[src/rtl/input_buffer_loader.sv]
// Packs a stream of samples into buffer-width words and writes them to the input
// buffer RAM at consecutive addresses from a base. Reports completion, word count and overflow.
module input_buffer_loader #(
    parameter int DATA_WIDTH   = 128,
    parameter int SAMPLE_WIDTH = 16,
    parameter int ADDR_WIDTH   = 8
) (
    input  logic                    clk,
    input  logic                    rst,
    input  logic                    start,
    input  logic [ADDR_WIDTH-1:0]   start_addr,
    input  logic                    in_valid,
    output logic                    in_ready,
    input  logic [SAMPLE_WIDTH-1:0] in_data,
    input  logic                    in_last,
    output logic [ADDR_WIDTH-1:0]   buf_address,
    output logic [DATA_WIDTH-1:0]   buf_data,
    output logic                    buf_drive,
    output logic                    buf_cs,
    output logic                    buf_we,
    output logic                    buf_oe,
    output logic                    busy,
    output logic                    frame_done,
    output logic [ADDR_WIDTH:0]     word_count,
    output logic                    err_overflow
);

    localparam int LANES  = DATA_WIDTH / SAMPLE_WIDTH;
    localparam int LANE_W = (LANES > 1) ? $clog2(LANES) : 1;

    typedef enum logic [2:0] {
        S_IDLE,
        S_PACK,
        S_WRITE,
        S_DRAIN,
        S_DONE
    } state_t;

    state_t                  state;
    logic [ADDR_WIDTH-1:0]   addr_cnt;
    logic [LANE_W-1:0]       lane_cnt;
    logic [DATA_WIDTH-1:0]   pack_reg;
    logic [DATA_WIDTH-1:0]   pack_next;
    logic                    last_word;
    logic                    accept;
    logic                    lane_full;
    logic                    addr_top;

    assign accept    = in_valid & in_ready;
    assign lane_full = (lane_cnt == LANE_W'(LANES - 1));
    assign addr_top  = (addr_cnt == {ADDR_WIDTH{1'b1}});
    assign buf_oe    = 1'b0;

    // Word as it will look once the sample on the bus lands in the current lane.
    always_comb begin
        pack_next = pack_reg;
        for (int k = 0; k < LANES; k++) begin
            if (lane_cnt == LANE_W'(k)) begin
                pack_next[k*SAMPLE_WIDTH +: SAMPLE_WIDTH] = in_data;
            end
        end
    end

    always_ff @(posedge clk or posedge rst) begin
        if (rst) begin
            state        <= S_IDLE;
            in_ready     <= 1'b0;
            buf_cs       <= 1'b0;
            buf_we       <= 1'b0;
            buf_drive    <= 1'b0;
            busy         <= 1'b0;
            frame_done   <= 1'b0;
            err_overflow <= 1'b0;
            buf_address  <= '0;
            buf_data     <= '0;
            word_count   <= '0;
            addr_cnt     <= '0;
            lane_cnt     <= '0;
            pack_reg     <= '0;
            last_word    <= 1'b0;
        end else begin
            frame_done <= 1'b0;
            buf_cs     <= 1'b0;
            buf_we     <= 1'b0;
            buf_drive  <= 1'b0;

            case (state)
                S_IDLE: begin
                    if (start) begin
                        addr_cnt     <= start_addr;
                        word_count   <= '0;
                        lane_cnt     <= '0;
                        pack_reg     <= '0;
                        err_overflow <= 1'b0;
                        last_word    <= 1'b0;
                        in_ready     <= 1'b1;
                        busy         <= 1'b1;
                        state        <= S_PACK;
                    end
                end

                S_PACK: begin
                    if (accept) begin
                        if (lane_full || in_last) begin
                            // Present the write on the very next cycle.
                            buf_cs      <= 1'b1;
                            buf_we      <= 1'b1;
                            buf_drive   <= 1'b1;
                            buf_address <= addr_cnt;
                            buf_data    <= pack_next;
                            last_word   <= in_last;
                            in_ready    <= 1'b0;
                            state       <= S_WRITE;
                        end else begin
                            pack_reg <= pack_next;
                            lane_cnt <= lane_cnt + LANE_W'(1);
                        end
                    end
                end

                S_WRITE: begin
                    word_count <= word_count + (ADDR_WIDTH+1)'(1);
                    lane_cnt   <= '0;
                    pack_reg   <= '0;
                    // The counter saturates at the buffer top rather than wrapping onto word 0.
                    if (!addr_top) begin
                        addr_cnt <= addr_cnt + ADDR_WIDTH'(1);
                    end
                    if (last_word) begin
                        frame_done <= 1'b1;
                        state      <= S_DONE;
                    end else if (addr_top) begin
                        err_overflow <= 1'b1;
                        in_ready     <= 1'b1;
                        state        <= S_DRAIN;
                    end else begin
                        in_ready <= 1'b1;
                        state    <= S_PACK;
                    end
                end

                S_DRAIN: begin
                    if (accept && in_last) begin
                        in_ready   <= 1'b0;
                        frame_done <= 1'b1;
                        state      <= S_DONE;
                    end
                end

                S_DONE: begin
                    busy  <= 1'b0;
                    state <= S_IDLE;
                end

                default: begin
                    in_ready <= 1'b0;
                    busy     <= 1'b0;
                    state    <= S_IDLE;
                end
            endcase
        end
    end

endmodule

[config.mk]
export PLATFORM = sky130hd
export DESIGN_NAME = input_buffer_loader
export DESIGN_NICKNAME = d
export VERILOG_FILES = /design/src/rtl/input_buffer_loader.sv
export SDC_FILE = /design/constraint.sdc
export NUM_CORES = 1
export LEC_CHECK = 0
export CAP_MARGIN = 20
export CORE_MARGIN = 1.5
export CORE_UTILIZATION = 27
export DETAILED_ROUTE_END_ITERATION = 10
export GPL_ROUTABILITY_DRIVEN = 0
export PLACE_DENSITY = 0.5
export RECOVER_POWER = 25
export SLEW_MARGIN = 20
export SYNTH_ARGS = -nofsm -noshare
export SYNTH_HDL_FRONTEND = slang
export SYNTH_SLANG_ARGS = --single-unit
[constraint.sdc]
create_clock -name clk -period 12.57 [get_ports clk]
set_input_delay 1.257 -clock clk [delete_from_list [all_inputs] [get_ports clk]]
set_output_delay 1.257 -clock clk [all_outputs]
set_load 0.05 [all_outputs]
; After elaboration in Yosys (flattened, before gate mapping)
; Index checks and enable logic that the tools add are counted.
[totals]
regBits = 293
inputBits = 29
output_inout_bits = 153
wordCells = 104
[op_classes]
add_sub_neg = 3
eq_ne = 20
mux = 48
n_bitwise = 3
n_reduce_logical = 17
[ops]
columns = op, n
row1 = 128-bit 2-to-1 mux, 3
row2 = 128-bit case mux with 3 select lines, 1
row3 = 16-bit 2-to-1 mux, 8
row4 = 3-bit 2-to-1 mux, 8
row5 = 9-bit case mux with 2 select lines, 1
row6 = 8-bit 2-to-1 mux, 2
row7 = 2-bit != test (second input constant), 8
row8 = 8-bit case mux with 2 select lines, 1
row9 = 4-bit AND reduction, 4
row10 = 3-bit equality test (second input constant), 5
row11 = 1-bit 2-to-1 mux, 15
row12 = 3-bit by 2-bit equality test with 1-bit output (second input constant), 4
row13 = 3-bit case mux with 4 select lines, 1
row14 = 9-bit by 1-bit adder with 9-bit output (second input constant), 1
row15 = 9-bit 2-to-1 mux, 1
row16 = 3-bit case mux with 3 select lines, 1
row17 = 8-bit by 1-bit adder with 8-bit output (second input constant), 1
row18 = 8-bit equality test (second input constant), 1
row19 = 1-bit case mux with 2 select lines, 4
row20 = 3-bit by 1-bit equality test with 1-bit output (second input constant), 2
row21 = 3-bit zero test, 2
row22 = 3-bit AND reduction, 2
row23 = 6-bit AND reduction, 1
row24 = 1-bit case mux with 5 select lines, 1
row25 = other kinds (10), 13

; Depth between registers and ports, before layout
[depth]
ltp_word = 5
mapped_depth = 9
mapped_depth_nobuf = 6

; Worst setup path before layout
; No wires, ideal clock.
[synth_timing]
path_type = input to register
start = input port in_last
end = register pack_reg[100]
setup_ns = 0.066
arrival_time_ns = 2.530
required_time_ns = 12.504
slack_ns = 9.974
path_stages = 6
path_buffers = 2
path_cell_list = or2_0 -> or4_4 -> buf_12 -> nor2_8 -> buf_8 -> a22o_1
[synth_via]
elab_chain_cells = 3
[synth_rtl]
columns = item, line_no
row1 = start: declaration, 15  ; input logic in_last,
row2 = 1-bit logical OR, 104  ; if (lane_full || in_last) begin
row3 = 2-bit != test (no line), --
row4 = 4-bit AND reduction (no line), --
row5 = end signal: assignment, 115  ; pack_reg <= pack_next;
row6 = end: declaration, 42  ; logic [DATA_WIDTH-1:0] pack_reg;
; No other way between the ends.
; A chain may end at the register's enable or synchronous reset.

==> out/metrics.yaml <==
critPathTopFamily: "buffers and inverters"
cts_sinks: 293
dp_hpwl_mm: 22.85
setup_violations: 0
seq_area_frac_synth: 0.5829
io-pin-count: 182
cts_resized: 0
ys_warn_count: 0
dr.pass1.iters: 7
cp.depth: 3
layout_setup_ws_ns: 6.380
post-place-ws_ns: 7.931
critPathLaunch: "rst"
wirelength_mm: 35.23
period_needed_ns: 6.190
htreeDepth: 2
postCtsSetupRepairBufs: 0
yosysUniqueCellTypes: 52
die_y_um: 218.8
rr_startpoint: "lane_cnt[2]"
portBuffers: 180
core.rowCount: 78
dpl_cell_area_um2: 14720
crit_path_start_kind: "input pin"
cp_max_fo: 143
dp_cells: 1772
min_path_type: "reg -> reg"
ys.flop_type: "dfrtp_1"
numCtsBuffers: 34
dieArea_um2: 47890
path_cells: "dlygate4sd3_1, clkinvlp_2, buf_4"
vias: 8823
grt_max_degree: 144
track_usage: 0.1473
final_cell_count_no_fill: 1831
synth_seq_cells: 293
slowest_delay_ns: 3.59
powerDensity_nw_per_um2: 285.0
synth_edf_count: 0
ir_drop_mv: 0.1328
ant_nets: 0
core_um2: 45670
slew_viol_final: 161
ff2ff_setup_slack_ns: 7.55
cts_hold_buf: 0
final_common_cell: "dfrtp_1"
nets: 1245
clockRootBuffer: "clkbuf_16"
relSlewSlack: -3.369
multiInputGateArea_um2: 4681
drc: 0
worstPathArrival_ns: 6.69
hold_viol: 0
clkTransAtPathRegs_ns: 0.06
critical_path_required_ns: 13.07
violations: "max-capacitance violations, max-slew violations"
area_delta_synth_final_pct: 25.75
layout_common_cells: "293 x dfrtp_1, 176 x clkdlybuf4s50_1, 138 x nor2_1, 138 x a21oi_1, 133 x mux2i_1"
rsz0062_at_grt: "false"
maxCapViolCount: 2
hold_start: "word_count[8]"
drt_iter0_drc: 550
start_util: 0.2754
regArea_um2: 7332
grt_pass1_vias: 8957
reg2reg_depth: 7
netlist_instances: 1073
n_antenna_cell: 0
postLayoutCellArea_um2: 15820
power.leakage_uw: 0.007400
crit_end: "buf_data[49]"
worstSetupPathType: "in -> async"
tns_ns: 0
fill_cells: 4539
die_w_um: 218.8
finalCritPeriodShare: 0.4924
antenna_found_initial: 0
cts_buffer_depth: 3
wl_per_cell_um: 19.24
maxClockFrequency_ghz: 0.1616
syn-num-nets: 1110
syn_area_per_cell_um2: 11.72
skew_ns: 0.01798
insertion_delay_ns: 0.52
drive_above_1_share: 0.06905
end_kind: "async pin"
reg2reg_to: "buf_data[35]"
avgViaCountPerCell: 4.819
p_total_uw: 4508
netlist_area_um2: 12580
timing.critical_path.buf_inv: 3
cts_tree: "built"
synthArstFlopShare: 1.000
cp_slowest_cell: "clkinvlp_2"
grt_pass1_wl_mm: 54.68
worst_pin_slew_ns: 6.518
grt-ovfl-total: 0
status: "complete, but fails checks"
-- worst min-delay path by stage --
stage                               end  cells after the start  slack, ns
after floorplan            pack_reg[48]                      1       0.47
after global placement             busy                      1       0.47
after detailed placement           busy                      1       0.48
after CTS                  pack_reg[36]                      1       0.50
after global routing       pack_reg[62]                      1       0.51
final                     word_count[8]                      1       0.49
-- synth_stat cells (7+ instances only) --
master | n | area, um2
inv_1 | 11 | 41.29
buf_2 | 49 | 245.2
nand3_1 | 13 | 65.06
a22o_1 | 114 | 998.5
nand2_1 | 18 | 67.56
ha_1 | 8 | 100.1
mux2i_1 | 133 | 1331
o21ai_0 | 12 | 60.06
mux2_2 | 9 | 101.4
a21oi_1 | 138 | 690.7
o21ai_1 | 7 | 35.03
nor2_1 | 138 | 518.0
clkbuf_1 | 30 | 112.6
nor2_8 | 7 | 140.1
dfrtp_1 | 293 | 7332
and3_1 | 20 | 125.1
-- power breakdown --
group | internal, uW | switching (uW) | leakage [uW] | total [uW]
Clock | 613 | 394 | 0.000559 | 1010
Sequential | 1230 | 212 | 0.00376 | 1450
Combinational | 653 | 1400 | 0.00308 | 2050
-- kinds of logic (layout without fill, tap and decap cells) --
family | count (synthesis) | count (layout) | share of synthesized area
other | 1 | 1 | 0.0002981
multiplexers | 142 | 142 | 0.1139
AND/OR/NAND/NOR | 226 | 226 | 0.09092
flip-flops | 293 | 293 | 0.5829
AO/OA/AOI/OAI | 299 | 299 | 0.1592
XOR/XNOR | 2 | 2 | 0.001393
adder cells (fa/ha/maj) | 8 | 8 | 0.007958
buffers and inverters | 102 | 260 | 0.04347
-- metrics by stage --
stage          hold slack (ns)    util
3_3_place_gp            0.4671  0.3222
6_report                0.4943  0.3463
2_1_floorplan           0.4651       -
3_5_place_dp            0.4794  0.3222
5_1_grt                 0.5115  0.3463
4_1_cts                 0.5025  0.3470
-- cell type report --
cell class | count | area share
sequential | 293 | 0.4635
multi-input combinational | 678 | 0.2959
timing repair buffer | 190 | 0.1189
clock buffer | 48 | 0.06289
tap | 600 | 0.04746
clock inverter | 11 | 0.008622
inverter | 11 | 0.002689
-- routing by layer --
layer | track usage | wire [um] | vias to the layer above
li1 | - | - | 4117
met5 | 0 | 0 | -
met4 | 0.03630 | 604 | 0
met1 | 0.2036 | 16440 | 4485
met3 | 0.03216 | 1760 | 38
met2 | 0.2338 | 16430 | 183
Note: power is estimated with default switching activity, not from simulation.
